<file path="config.mk">
export PLATFORM = sky130hd
export DESIGN_NAME = mac_sequencer
export DESIGN_NICKNAME = d
export VERILOG_FILES = /design/src/rtl/mac_sequencer.sv
export SDC_FILE = /design/constraint.sdc
export NUM_CORES = 1
export LEC_CHECK = 0
export CAP_MARGIN = 10
export CORE_UTILIZATION = 58
export DETAILED_ROUTE_END_ITERATION = 12
export HOLD_SLACK_MARGIN = 0.05
export PLACE_DENSITY = 0.81
export SETUP_SLACK_MARGIN = 0.05
export SLEW_MARGIN = 20
export SYNTH_ARGS = -nofsm -noshare
export SYNTH_HDL_FRONTEND = slang
export SYNTH_SLANG_ARGS = --single-unit
</file>
<file path="constraint.sdc">
create_clock -name clk -period 3 [get_ports clk]
set_clock_uncertainty 0.1 [all_clocks]
set_input_delay 0.6 -clock clk [delete_from_list [all_inputs] [get_ports clk]]
set_output_delay 0.6 -clock clk [all_outputs]
set_load 0.02 [all_outputs]
</file>
<file path="src/rtl/mac_sequencer.sv">
// Sequential multiply-accumulate engine: accepts len operand pairs, multiplies each
// with a WIDTH-cycle shift-add and accumulates into a sticky-overflow accumulator.
module mac_sequencer #(
  parameter int WIDTH = 8,
  parameter int ACC_W = 16,
  parameter int LEN_W = 4
) (
  input  logic             clk,
  input  logic             rst_n,
  input  logic             start,
  input  logic [LEN_W-1:0] len,
  input  logic             op_valid,
  input  logic [WIDTH-1:0] op_a,
  input  logic [WIDTH-1:0] op_b,
  output logic             op_ready,
  output logic             busy,
  output logic             done,
  output logic [ACC_W-1:0] result,
  output logic             overflow
);

  localparam int BIT_W = $clog2(WIDTH) + 1;

  localparam logic [2:0] S_IDLE  = 3'd0;
  localparam logic [2:0] S_FETCH = 3'd1;
  localparam logic [2:0] S_MULT  = 3'd2;
  localparam logic [2:0] S_ACC   = 3'd3;
  localparam logic [2:0] S_DONE  = 3'd4;

  logic [2:0]         state_q, state_d;
  logic [LEN_W-1:0]   len_q, len_d;
  logic [LEN_W-1:0]   cnt_q, cnt_d;
  logic [ACC_W-1:0]   acc_q, acc_d;
  logic               ovf_q, ovf_d;
  logic [2*WIDTH-1:0] mcand_q, mcand_d;
  logic [WIDTH-1:0]   mplier_q, mplier_d;
  logic [2*WIDTH-1:0] prod_q, prod_d;
  logic [BIT_W-1:0]   bit_q, bit_d;

  logic [ACC_W:0]     acc_sum;
  logic [LEN_W-1:0]   cnt_inc;

  // Extra top bit of acc_sum is the carry-out that feeds the sticky overflow.
  assign acc_sum = {1'b0, acc_q} + (ACC_W+1)'(prod_q);
  assign cnt_inc = cnt_q + LEN_W'(1);

  always_comb begin
    state_d  = state_q;
    len_d    = len_q;
    cnt_d    = cnt_q;
    acc_d    = acc_q;
    ovf_d    = ovf_q;
    mcand_d  = mcand_q;
    mplier_d = mplier_q;
    prod_d   = prod_q;
    bit_d    = bit_q;
    case (state_q)
      S_IDLE: begin
        if (start) begin
          acc_d = '0;
          ovf_d = 1'b0;
          if (len != '0) begin
            len_d   = len;
            cnt_d   = '0;
            state_d = S_FETCH;
          end else begin
            state_d = S_DONE;
          end
        end
      end
      S_FETCH: begin
        if (op_valid) begin
          mcand_d  = (2*WIDTH)'(op_a);
          mplier_d = op_b;
          prod_d   = '0;
          bit_d    = '0;
          state_d  = S_MULT;
        end
      end
      S_MULT: begin
        if (mplier_q[0]) prod_d = prod_q + mcand_q;
        mcand_d  = mcand_q << 1;
        mplier_d = mplier_q >> 1;
        bit_d    = bit_q + BIT_W'(1);
        if (bit_q == BIT_W'(WIDTH-1)) state_d = S_ACC;
      end
      S_ACC: begin
        acc_d = acc_sum[ACC_W-1:0];
        if (acc_sum[ACC_W]) ovf_d = 1'b1;
        cnt_d   = cnt_inc;
        state_d = (cnt_inc == len_q) ? S_DONE : S_FETCH;
      end
      S_DONE:  state_d = S_IDLE;
      default: state_d = S_IDLE;
    endcase
  end

  always_ff @(posedge clk or negedge rst_n) begin
    if (!rst_n) begin
      state_q  <= S_IDLE;
      len_q    <= '0;
      cnt_q    <= '0;
      acc_q    <= '0;
      ovf_q    <= 1'b0;
      mcand_q  <= '0;
      mplier_q <= '0;
      prod_q   <= '0;
      bit_q    <= '0;
    end else begin
      state_q  <= state_d;
      len_q    <= len_d;
      cnt_q    <= cnt_d;
      acc_q    <= acc_d;
      ovf_q    <= ovf_d;
      mcand_q  <= mcand_d;
      mplier_q <= mplier_d;
      prod_q   <= prod_d;
      bit_q    <= bit_d;
    end
  end

  assign op_ready = (state_q == S_FETCH);
  assign busy     = (state_q != S_IDLE);
  assign done     = (state_q == S_DONE);
  assign result   = acc_q;
  assign overflow = ovf_q;

endmodule

</file>
==> results of run 1 <==
## cell families (layout without fill, tap and decap cells)
group | Yosys count | after routing | share of synthesized area
and+or+nand+nor | 164 | 164 | 0.1603
buffers and inverters | 32 | 78 | 0.02882
DFF | 72 | 72 | 0.4108
AOI/OAI and AO/OA | 161 | 161 | 0.2223
muxes | 5 | 5 | 0.01255
adders and majority gates | 35 | 35 | 0.1033
xor gates and xnor gates | 31 | 31 | 0.06191
## sequential cells by signal, indices dropped and copies added (netlist names)
name and count:
bit_q 4, cnt_q 4, len_q 4, mcand_q 16, mplier_q 8, overflow 1
prod_q 16, result 16, state_q 3
## worst max path at each step
stage                      startpoint                     end  slack, ns  cells past startpoint
6_report       state_q[2]$_DFFE_PN0P_                    busy       0.48                      3
5_1_grt        state_q[2]$_DFFE_PN0P_                    busy       0.30                      3
4_1_cts        state_q[2]$_DFFE_PN0P_                    busy       0.45                      3
3_5_place_dp   mcand_q[0]$_DFFE_PN0P_  prod_q[14]$_DFFE_PN0P_       0.56                     10
3_3_place_gp   mcand_q[0]$_DFFE_PN0P_  prod_q[14]$_DFFE_PN0P_       0.63                     10
2_1_floorplan   result[0]$_DFFE_PN0P_  result[12]$_DFFE_PN0P_       0.69                     10
## synth_stat cells (2+ instances only)
| library cell | number |
|---|---|
| fa_1 | 2 |
| nand4_1 | 3 |
| o21bai_1 | 3 |
| a211oi_1 | 6 |
| a22o_1 | 4 |
| or3_1 | 2 |
| inv_1 | 13 |
| a211o_1 | 3 |
| buf_2 | 5 |
| nand2_1 | 99 |
| nor2_1 | 33 |
| o21a_1 | 3 |
| a21o_1 | 6 |
| o21ai_1 | 3 |
| nor4_1 | 2 |
| nor2b_1 | 3 |
| dfrtp_1 | 72 |
| a21oi_1 | 34 |
| ha_1 | 33 |
| clkbuf_1 | 13 |
| xor2_1 | 17 |
| o211ai_1 | 3 |
| nand2b_1 | 5 |
| a31oi_1 | 17 |
| xnor2_1 | 14 |
| mux2_2 | 4 |
| o21ai_0 | 64 |
| nand3_1 | 5 |
| a32o_1 | 3 |
| nor3_1 | 3 |
## stage by stage
stage               setup slack, ns  instance area (um^2)
floorplan                    0.6852                  4385
global placement             0.6261                  4898
detailed placement           0.5557                  4900
CTS                          0.4549                  5119
global route                 0.3006                  5119
finish                       0.4771                  5119
## area by class of cell
cell class | instances | area, um^2 | share of cell area
clock inverter | 7 | 95.09 | 0.01858
inverter | 14 | 52.55 | 0.01027
multi-input combinational | 396 | 2459 | 0.4803
clock buffer | 9 | 123.9 | 0.02420
timing repair buffer | 48 | 462.9 | 0.09044
tap | 99 | 123.9 | 0.02420
sequential | 72 | 1802 | 0.3520
## metal layers
layer / vias to the layer above / track usage / routed length, um
met3: 6 / 0.04155 / 396
met1: 1780 / 0.3560 / 4513
met4: 0 / 0.1025 / 68
met5: - / 0 / 0
li1: 1847 / - / -
met2: 85 / 0.4406 / 4546
## power breakdown
group	switching [W]	internal, W
Sequential	0.000360	0.00134
Combinational	0.00142	0.00105
Clock	0.000373	0.000469
==> qor.csv, run 1 <==
stage,metric,value,unit
yosys,Synth Cell Area,4385,um^2
worst_setup_path,Startpoint Class,flip-flop,
routing,first-pass iteration count of the detailed router,4,
worst_setup_path,r2r endpoint,prod_q[14]$_DFFE_PN0P_,
clock_network,CTS Buffer Depth,2,
cells_and_area,Non-Filler Instances,645,
clock_network,Clock transition at path regs,0.08,ns
clock_network,Inserted Clock Buffers,9,
die,Die H,88.96,um
worst_setup_path,CP top delay family,buffers and inverters,
worst_setup_path,CP Max Fanout,9,
sta,Final period util,0.8410,
yosys,Netlist cell types,53,
cells_and_area,most frequent cells in the layout,"nand2_1 (99), dfrtp_1 (72), o21ai_0 (64)",
global_routing,vias in the first global route,3442,
yosys,Post-Syn Nets,559,
worst_setup_path,CP cell instances,nor3_1 -> inv_1 -> clkdlybuf4s50_1,
die,Die ar.,7913,um^2
power_and_ir_drop,peak supply drop,0.4571,mV
die,core area,7292,um^2
placement,routability cong.,0.9038,
die,FP Rows,31,
placement,placed insts,629,
global_routing,initial antenna violation count,0,
cells_and_area,final net count,600,
yosys,number of synthesized register bits,72,
cells_and_area,final core occ,0.7020,
clock_network,cts hold-fix bufs,0,
power_and_ir_drop,total power,0.005012,W
sta,relative slew slack,0.4094,
yosys,Synth area leader,dfrtp_1,
sta,hold_ws,0.3225,ns
cells_and_area,# diodes,0,
die,Die Wd,88.96,um
yosys,Post-synth EDFFs,0,
routing,DRC,0,
routing,final wirelength,9.524,mm
yosys,warnings from Yosys,0,
worst_hold_path,Hold Path Class,in2async,
yosys,"Seq/Total Area, Yosys",0.4108,
flow_run,max-cap check violation count,0,
yosys,asr flop ratio synth,1.000,
sta,max frequency,0.3964,GHz
placement,Post-DP HPWL,6.880,mm
die,IO Count,44,
global_routing,largest net degree at the start of global routing,73,
global_routing,grt ovf,0,
clock_network,CTS Sinks,72,
sta,final hold violations,0,
sta,setup TNS,0,ns
clock_network,H-tree depth,3,
cells_and_area,# fillers,574,
worst_setup_path,CP bufs+invs,2,
routing,DR vias,3718,
sta,Final Slew Violations,0,
clock_network,CTS resizes,0,
routing,drt wl/cell,14.77,um
die,initial core utilization,0.6014,
worst_setup_path,kind of critical path,reg2out,
clock_network,clk_lat worst skew,0.34,ns
clock_network,setup repair bufs after CTS,0,
run_status,status,completed,
routing,Final ANT Viol Nets,0,
clock_network,Root Driver,clkbuf_8,
worst_setup_path,Critical Path AT,1.82,ns
global_routing,first-pass GRT wire length,16.04,mm
routing,DR iter-0 viols,206,
worst_setup_path,Worst path slowest cell,clkdlybuf4s50_1,
yosys,Main synth FF type,dfrtp_1,
worst_setup_path,"setup slack, reg-to-reg",0.52,ns
sta,Final setup violation count,0,
power_and_ir_drop,leakage,2.320,nW
worst_setup_path,R2R depth,10,
worst_setup_path,Worst Setup End Kind,primary output,
routing,vias per cell,5.764,
placement,PortBufs,43,
yosys,cells after synthesis,500,
yosys,Mean Syn Cell Area,8.771,um^2
cells_and_area,P&R area growth vs syn,16.72,%
sta,crit path time final,2.523,ns
sta,Worst Max-Slew Pin Slew,0.8858,ns
yosys,top-area cell type share of the netlist area,0.4108,
yosys,"top cells by area, synth","dfrtp_1 (41%), ha_1 (9.4%), nand2_1 (8.5%)",
cells_and_area,"commonest non-fill, non-tap cell in the layout",nand2_1,
cells_and_area,share of layout cells above drive strength 1,0.06227,
global_routing,GRT Total Usage,0.2666,
clock_network,CTS tree,yes,
sta,RSZ-0062 raised after global routing,false,
worst_setup_path,CP Data Required Time,2.30,ns
worst_setup_path,R2R Path Start,prod_q[0]$_DFFE_PN0P_,
power_and_ir_drop,Cell Pwr Density,979.3,nW/um^2
worst_setup_path,max incr delay on CP,0.54,ns
No activity file was read; power rests on OpenSTA's default activity.
==> inputs of run 2 (changes only) <==
--- a/config.mk
+++ b/config.mk
@@ -6,10 +6,10 @@
 export NUM_CORES = 1
 export LEC_CHECK = 0
 export CAP_MARGIN = 10
-export CORE_UTILIZATION = 58
+export CORE_UTILIZATION = 52
 export DETAILED_ROUTE_END_ITERATION = 12
 export HOLD_SLACK_MARGIN = 0.05
-export PLACE_DENSITY = 0.81
+export PLACE_DENSITY = 0.77
 export SETUP_SLACK_MARGIN = 0.05
 export SLEW_MARGIN = 20
 export SYNTH_ARGS = -nofsm -noshare
==> constraint.sdc (replaced) <==
create_clock -name clk -period 2.3 [get_ports clk]
set_clock_uncertainty 0.1 [all_clocks]
set_input_delay 0.46 -clock clk [delete_from_list [all_inputs] [get_ports clk]]
set_output_delay 0.46 -clock clk [all_outputs]
set_load 0.02 [all_outputs]
==> qor.csv, run 2 (synthesis results as in run 1) <==
stage,metric,value,unit
run_status,status,finished with violations,
run_status,failing checks,negative setup slack,
sta,max frequency,0.4280,GHz
global_routing,vias in the first global route,3733,
cells_and_area,area occupied by multi-input gates,2575,um^2
die,Die Wd,93.84,um
worst_setup_path,Critical Path AT,2.48,ns
cells_and_area,P&R area growth vs syn,24.19,%
clock_network,CTS Buffer Depth,2,
placement,Post-DP HPWL,7.179,mm
power_and_ir_drop,peak supply drop,0.5506,mV
global_routing,GRT Total Usage,0.2438,
worst_setup_path,kind of critical path,reg2reg,
sta,Final Slew Violations,0,
routing,final wirelength,10.22,mm
die,core area,8175,um^2
cells_and_area,FF+latch area,1804,um^2
die,FP Rows,33,
routing,first-pass iteration count of the detailed router,5,
clock_network,H-tree depth,3,
cells_and_area,share of layout cells above drive strength 1,0.1516,
placement,PortBufs,43,
sta,Final period util,1.016,
cells_and_area,"commonest non-fill, non-tap cell in the layout",nand2_1,
clock_network,clk_lat worst skew,0.35,ns
worst_setup_path,Critical Path Source,result[2]$_DFFE_PN0P_,
placement,routability cong.,0.9277,
die,Die H,93.84,um
sta,Final setup violation count,2,
clock_network,Inserted Clock Buffers,9,
routing,Final ANT Viol Nets,0,
power_and_ir_drop,leakage,2.478,nW
routing,DRC,0,
clock_network,Root Driver,clkbuf_8,
routing,DR vias,3905,
sta,RSZ-0062 raised after global routing,true,
cells_and_area,final net count,628,
worst_setup_path,Worst Setup End Kind,flip-flop,
clock_network,CTS tree,yes,
worst_setup_path,CP Max Fanout,4,
cells_and_area,most frequent cells in the layout,"nand2_1 (98), dfrtp_1 (70), o21ai_0 (55)",
cells_and_area,# diodes,0,
power_and_ir_drop,Cell Pwr Density,1257,nW/um^2
sta,crit path time final,2.337,ns
die,initial core utilization,0.5364,
clock_network,CTS Sinks,72,
global_routing,grt ovf,0,
worst_setup_path,Startpoint Class,flip-flop,
routing,drt wl/cell,15.05,um
die,IO Count,44,
sta,Setup WS post-layout,-0.03660,ns
worst_hold_path,Hold Path Class,in2async,
global_routing,first-pass GRT wire length,16.89,mm
routing,vias per cell,5.751,
global_routing,largest net degree at the start of global routing,51,
cells_and_area,# fillers,648,
flow_run,max-cap check violation count,0,
clock_network,Clock transition at path regs,0.09,ns
sta,Worst Max-Slew Pin Slew,0.6379,ns
sta,relative slew slack,0.5747,
sta,setup TNS,-0.04244,ns
sta,final hold violations,0,
worst_setup_path,R2R Path Start,result[2]$_DFFE_PN0P_,
routing,DR iter-0 viols,202,
worst_setup_path,CP Data Required Time,2.44,ns
placement,pre-CTS setup slack,-0.1147,ns
global_routing,initial antenna violation count,0,
die,Die ar.,8805,um^2
==> run 2: cell types whose count changed in the layout (fill, tap and decap cells not counted), moves of 3 or more <==
cell             previous run  this run
a211oi_1                    6         2
o21ai_2                     0         5
a21oi_1                    34        31
o21ai_0                    64        55
ha_1                       33        30
buf_4                       5        31
ha_2                        0         3
clkdlybuf4s50_1            42        39
o21ai_1                     3         7
==> run 2: critical path, cell delays in order, from the launching register on <==
cell	delay [ns]
dfrtp_1	0.42
ha_1	0.36
nor2b_1	0.16
o21ai_2	0.20
a21oi_4	0.10
o211ai_1	0.23
a21boi_1	0.11
or3_1	0.31
a32o_1	0.24
==> run 2: area by class of cell <==
class                   instances  share of cell area
multi-input cells             396              0.4728
flip-flops and latches         72              0.3313
repair buffers                 76              0.1263
well taps                     105             0.02412
clock buffers                   9             0.02274
clock inverters                 7             0.01309
inverters                      14            0.009649
==> run 2: timing repair <==
item,4_1_cts,5_1_grt
pin swaps,10,26
endpoints found under the hold margin,4,0
gates resized for setup,13,30
endpoints found under the setup margin,11,17
hold buffers,1,0
buffers inserted,2,6
==> run 2: power by group <==
part           switching (W)  internal (W)  total, W  leakage (nW)
clock               0.000514      0.000501   0.00101        0.0916
sequential          0.000465       0.00175   0.00222         0.937
combinational        0.00203       0.00159   0.00361          1.45
==> run 2: per-layer routing <==
layer	share of wire	track usage	vias to the layer above
met2	0.48	0.3978	114
met5	0	0	-
met3	0.043	0.03479	23
li1	-	-	1910
met1	0.46	0.3241	1858
met4	0.021	0.1026	0
==> run 2: path summary, 6_finish.rpt <==
path                                     endpoint  slack [ns]  cells past startpoint
min in group clk             bit_q[3]$_DFFE_PN0P_        0.38                      1
hold reg to reg              bit_q[3]$_DFFE_PN0P_        0.38                      1
setup reg to reg           result[12]$_DFFE_PN0P_       -0.04                      8
max in group asynchronous   result[0]$_DFFE_PN0P_        1.24                      3
setup / recovery           result[12]$_DFFE_PN0P_       -0.04                      8
hold / removal               cnt_q[2]$_DFFE_PN0P_        0.36                      2
==> run 2: through the flow <==
step                area (um^2)  cells  hold WS [ns]    util  power, W
floorplan                  4387    500       0.06441       -  0.004487
global placement           5070    655        0.1925  0.6201  0.005462
detailed placement         5070    655        0.1953  0.6201  0.005587
CTS                        5321    674        0.3635  0.6509  0.006652
global route               5446    679        0.3792  0.6662  0.007353
finish                     5446    679        0.3590  0.6662  0.006846
